$ cat src/rtl/scrambler_frame_ctrl.sv
// Serial frame scrambler: a plain sync byte followed by FRAME_BYTES data bytes
// scrambled with a self-synchronising-free additive LFSR (1+x^14+x^15),
// reseeded at every sync byte. One bit per cycle, MSB first.
`timescale 1ns/1ps
module scrambler_frame_ctrl #(
  parameter int unsigned FRAME_BYTES   = 8,
  parameter logic [14:0] SEED          = 15'h4A80,
  parameter bit          SYNC_ERR_HOLD = 1'b1
) (
  input  logic        clk,
  input  logic        reset,
  input  logic        in_valid,
  input  logic [7:0]  in_data,
  input  logic        in_sof,
  output logic        in_ready,
  output logic        out_valid,
  output logic        out_bit,
  output logic        out_sof,
  output logic [14:0] lfsr_out,
  output logic [7:0]  frame_cnt,
  output logic        err
);

  typedef enum logic [1:0] {IDLE, SYNC, DATA, GAP} state_t;
  // What the current edge does to the byte pipeline.
  typedef enum logic [2:0] {ACT_NONE, ACT_SHIFT, ACT_SYNC, ACT_DATA, ACT_IDLE, ACT_GAP} act_t;

  localparam logic [7:0] LAST_IDX = 8'(FRAME_BYTES - 1);

  state_t     state;
  act_t       act;
  logic [2:0] bit_cnt;
  logic [7:0] byte_cnt;   // data bytes completed in the current frame
  logic [7:0] sh;
  logic       fb, acc, last_bit, last_byte, done, err_n;

  assign fb        = lfsr_out[14] ^ lfsr_out[13];
  assign acc       = in_valid & in_ready;
  assign last_bit  = (bit_cnt == 3'd7);
  assign last_byte = (byte_cnt == LAST_IDX);

  // Sync bits go out plain; data bits are XORed with the feedback of the current state.
  assign out_bit = out_valid & (sh[7] ^ ((state == DATA) & fb));

  // Decide the edge action: byte boundaries are the only points where a new byte,
  // an underrun, a frame completion or a protocol error can happen.
  always_comb begin
    act   = ACT_NONE;
    err_n = 1'b0;
    done  = 1'b0;
    unique case (state)
      IDLE: begin
        if (acc) begin
          if (in_sof || !SYNC_ERR_HOLD) act = ACT_SYNC;
          else                          err_n = 1'b1;   // stray byte swallowed
        end
      end
      SYNC, DATA: begin
        if (!last_bit) begin
          act = ACT_SHIFT;
        end else begin
          done = (state == DATA) && last_byte;
          if (done) begin
            // Frame complete: a byte on this edge is judged as if we were already idle.
            if (acc && (in_sof || !SYNC_ERR_HOLD)) begin
              act = ACT_SYNC;
            end else begin
              act   = ACT_IDLE;
              err_n = acc;
            end
          end else if (acc) begin
            act   = in_sof ? ACT_SYNC : ACT_DATA;
            err_n = in_sof;                             // SOF aborts an unfinished frame
          end else begin
            act = ACT_GAP;
          end
        end
      end
      GAP: begin
        if (acc) begin
          act   = in_sof ? ACT_SYNC : ACT_DATA;
          err_n = in_sof;
        end
      end
    endcase
  end

  // Frame FSM, shift register, LFSR and registered handshake/status outputs.
  always_ff @(posedge clk or negedge reset) begin
    if (!reset) begin
      state     <= IDLE;
      bit_cnt   <= 3'd0;
      byte_cnt  <= 8'd0;
      sh        <= 8'd0;
      lfsr_out  <= SEED;
      frame_cnt <= 8'd0;
      in_ready  <= 1'b0;
      out_valid <= 1'b0;
      out_sof   <= 1'b0;
      err       <= 1'b0;
    end else begin
      err     <= err_n;
      out_sof <= 1'b0;
      // Scrambler only runs while data bits are on the wire.
      if (state == DATA) lfsr_out <= {lfsr_out[13:0], fb};
      if (state == DATA && last_bit) byte_cnt <= done ? 8'd0 : byte_cnt + 8'd1;
      if (done) frame_cnt <= frame_cnt + 8'd1;
      case (act)
        ACT_SHIFT: begin
          sh       <= {sh[6:0], 1'b0};
          bit_cnt  <= bit_cnt + 3'd1;
          in_ready <= (bit_cnt == 3'd6);   // open for the next byte on the last bit
        end
        ACT_SYNC: begin
          state     <= SYNC;
          sh        <= in_data;
          bit_cnt   <= 3'd0;
          byte_cnt  <= 8'd0;
          lfsr_out  <= SEED;
          out_valid <= 1'b1;
          out_sof   <= 1'b1;
          in_ready  <= 1'b0;
        end
        ACT_DATA: begin
          state     <= DATA;
          sh        <= in_data;
          bit_cnt   <= 3'd0;
          out_valid <= 1'b1;
          in_ready  <= 1'b0;
        end
        ACT_IDLE: begin
          state     <= IDLE;
          bit_cnt   <= 3'd0;
          out_valid <= 1'b0;
          in_ready  <= 1'b1;
        end
        ACT_GAP: begin
          state     <= GAP;
          bit_cnt   <= 3'd0;
          out_valid <= 1'b0;
          in_ready  <= 1'b1;
        end
        default: begin
          in_ready <= 1'b1;                // IDLE/GAP hold; first edge after reset opens
        end
      endcase
    end
  end

endmodule

$ cat config.mk
export PLATFORM = sky130hd
export DESIGN_NAME = scrambler_frame_ctrl
export DESIGN_NICKNAME = d
export VERILOG_FILES = /design/src/rtl/scrambler_frame_ctrl.sv
export SDC_FILE = /design/constraint.sdc
export NUM_CORES = 1
export LEC_CHECK = 0
export CORE_MARGIN = 1
export CORE_UTILIZATION = 35
export DETAILED_ROUTE_END_ITERATION = 6
export GPL_TIMING_DRIVEN = 0
export HOLD_SLACK_MARGIN = 0.1
export PLACE_DENSITY = 0.63
export SLEW_MARGIN = 10
export SYNTH_ARGS = -nofsm -noshare
export SYNTH_HDL_FRONTEND = slang
export SYNTH_SLANG_ARGS = --single-unit
$ cat constraint.sdc
create_clock -name clk -period 3.6 [get_ports clk]
set_clock_uncertainty 0.2 [all_clocks]
set_input_delay 0.36 -clock clk [delete_from_list [all_inputs] [get_ports clk]]
set_output_delay 0.36 -clock clk [all_outputs]
set_load 0.02 [all_outputs]
==> flow_summary.toml <==
[die]
core_mm2 = 0.00642
die_h_um = 83.9
row_count = 29
dieWidth_um = 83.9
start_util_pct = 36.6
die_area_mm2 = 0.00705
io_pins = 40

[logic_synthesis]
netlist_area_mm2 = 0.00235
synth.mux.area_fraction_pct = 8.25
syn_nets = 236
synth-seq-cells = 48
synth_xor_area_share_pct = 4.85
ys_seq_area_share_pct = 51.3
synth-simple-area-share_pct = 16.4
ys_types = 43
synthCells = 216
syn-mean-instance-area_um2 = 10.9
synthAdderAreaFrac_pct = 4.26
synth_top_family_by_area = "simple AND/OR/NAND/NOR gates"
yosys_warnings = 0
synth_compound_area_share_pct = 12.4

[critical_path]
crit_type = "reg -> out"
r2r_cells = 8
r2r-end = "sh[2]"
rr_startpoint = "bit_cnt[0]"
critPathLaunch = "state[0]"
crit_end = "out_bit"
cp.arrival_ns = 2.52
endpoint_kind = "output port"
cp.required_ns = 3.04
startpoint_type = "flop"
cp_max_fo = 10
r2r_setup_slack_ns = 0.93

[timing]
rsz0062_at_grt = "false"
fin_setup_tns_ns = 0
holdWs_ns = 0.275
min_period_ns = 3.08
setup_viol = 0
max_freq_mhz = 325
worst_pin_slew_ns = 0.688
slew_headroom_pct = 54.1
period_share_pct = 85.6
slew_viol_final = 0
final_hold_viol_count = 0

[cells_and_area]
final_area_mm2 = 0.00295
drive_gt1_share_pct = 9.85
fin_nets = 283
diodes = 0
finalNonFillerCells = 341
area_growth_pct = 25.5

[placement]
place.gp.congestion = 0.816
place_hpwl_um = 3260
portBuffers = 38
dp.cells = 332
post_dp_cell_area_mm2 = 0.00284

[grt]
grt-ovfl-total = 0
grt_pass1_vias = 1669
antenna_found_initial = 0
grt_first_pass_wirelength_um = 8000
grt_max_degree = 30
track_usage_pct = 14.2

[clock_tree]
cts_buffer_depth = 2
cts_tree = "done"
ctsHtreeMaxLevel = 2
clk_latency_ns = 0.30
cts_root_buffer = "clkbuf_8"
ctsResizeCount = 0
cts_sinks = 48
clk_pin_slew_ns = 0.09
cts_buffers = 5

[flow_run]
max-cap-violations = 0

[power]
p_int_mw = 1.47
pwr-share-comb_pct = 48.5
power_density_mw_per_mm2 = 835
ir_drop_mv = 0.460
p_clk_share_pct = 13.7
seqPwrFrac_pct = 37.8
p_switching_uw = 991
p_leak_nw = 1.32
p_sw_share_pct = 40.3

[route]
vias_per_cell = 5.03
first_pass_iters = 6
drc = 4
wirelength_um = 4590
post_drt_wl_per_cell_um = 13.5
ant_nets = 0
drt_iter0_drc = 111
vias = 1716

[run_status]
violations = "DRC"
status = "finished, violations left"

[min_path]
hold_path_class = "reg -> reg"
## per-stage QoR
stage	total power, mW	setup slack (ns)	utilization [%]
2_1_floorplan	1.74	1.24	-
3_3_place_gp	2.12	0.563	44.0
3_5_place_dp	2.15	0.817	44.2
4_1_cts	2.50	0.463	45.9
5_1_grt	2.66	0.378	45.9
6_report	2.46	0.519	45.9
## Yosys cell counts, drive strengths merged
| cell | count | area [um2] |
|---|---|---|
| a211oi | 1 | 7.51 |
| a21o | 7 | 52.6 |
| a21oi | 6 | 30.0 |
| a22o | 9 | 78.8 |
| a31o | 2 | 17.5 |
| a31oi | 1 | 6.26 |
| and2 | 2 | 12.5 |
| and3 | 2 | 12.5 |
| and4 | 1 | 8.76 |
| and4b | 1 | 10.0 |
| buf | 3 | 21.3 |
| clkbuf | 5 | 18.8 |
| dfrtp | 44 | 1100 |
| dfstp | 4 | 105 |
| ha | 8 | 100 |
| inv | 5 | 18.8 |
| mux2 | 3 | 33.8 |
| mux2i | 16 | 160 |
| nand2 | 20 | 75.1 |
| nand2b | 1 | 6.26 |
| nand3 | 5 | 25.0 |
| nand3b | 1 | 7.51 |
| nand4 | 4 | 25.0 |
| nand4b | 1 | 8.76 |
| nor2 | 25 | 101 |
| nor2b | 1 | 6.26 |
| nor3 | 4 | 20.0 |
| nor3b | 1 | 7.51 |
| nor4b | 1 | 8.76 |
| nor4bb | 1 | 10.0 |
| o2111ai | 1 | 8.76 |
| o21ai | 9 | 45.0 |
| o311a | 1 | 10.0 |
| o311ai | 1 | 26.3 |
| o32ai | 1 | 8.76 |
| or2 | 1 | 8.76 |
| or3 | 2 | 12.5 |
| or4 | 2 | 18.8 |
| xnor2 | 9 | 78.8 |
| xor2 | 4 | 35.0 |
## metal layers
| metal | wire length [um] | GRT usage (%) | vias to the layer above |
|---|---|---|---|
| met5 | 0 | 0 | - |
| met4 | 67 | 5.17 | 0 |
| met3 | 167 | 3.46 | 6 |
| met2 | 2080 | 21.4 | 29 |
| met1 | 2280 | 19.9 | 822 |
| li1 | - | - | 859 |
## kinds of logic (layout without fill, tap and decap cells)
family,count (synthesis),after routing
DFF,48,48
AOI/OAI and AO/OA,39,39
muxes,19,19
adders and majority gates,8,8
xor gates and xnor gates,13,13
and+or+nand+nor,76,76
buffers and inverters,13,61
## worst max-delay path, stage by stage, from the launching register on
cell             delay (ns)
dfrtp_1                0.41
inv_1                  0.09
ha_1                   0.16
clkbuf_1               0.42
nand2_1                0.20
xnor2_1                0.20
and2_1                 0.14
clkdlybuf4s50_1        0.59
## sequential cells by signal (all words and copies together) (netlist names)
register,flops
lfsr_out,15
in_ready,1
sh,8
bit_cnt,3
frame_cnt,8
state,2
out_sof,1
byte_cnt,8
out_valid,1
err,1
## how the worst min path moves through the flow
stage	endpoint	slack, ns	depth (start not counted)	startpoint
floorplan	bit_cnt[0]	-0.14	0	reset
CTS	frame_cnt[7]	0.28	1	frame_cnt[7]
finish	frame_cnt[7]	0.27	1	frame_cnt[7]
global placement	frame_cnt[7]	0.26	1	frame_cnt[7]
detailed placement	frame_cnt[7]	0.15	1	reset
global route	frame_cnt[7]	0.30	1	frame_cnt[7]
## power by group through the flow
stage               Sequential, mW  Combinational (mW)  Clock (mW)
floorplan                     1.01               0.725           0
global placement             0.935                1.19           0
detailed placement           0.939                1.21           0
CTS                          0.931                1.22       0.352
global route                 0.962                1.32       0.372
finish                       0.930                1.20       0.337
## placed cells by master (no fill, tap or decap), drive strengths merged, types with 5 or more instances in the layout
cell type	n
a22o	9
ha	8
a21o	7
xnor2	9
a21oi	6
dfrtp	44
o21ai	9
mux2i	16
nand3	5
inv	5
clkdlybuf4s50	37
buf	5
clkbuf	11
nand2	20
nor2	25
## repair_timing
action,in CTS,in global routing
hold buffers,1,0
hold endpoints to repair,19,0
setup buffers,0,0
## area by class of cell
cell class              instances  area, um2
inverters                       5       18.8
plain buffers                   8       40.0
flip-flops and latches         48       1210
clock buffers                   6       82.6
repair buffers                 40        405
fillers                       604       3470
clock inverters                 2       15.0
well taps                      77       96.3
multi-input cells             155       1080
No activity file was read; power rests on OpenSTA's default activity.
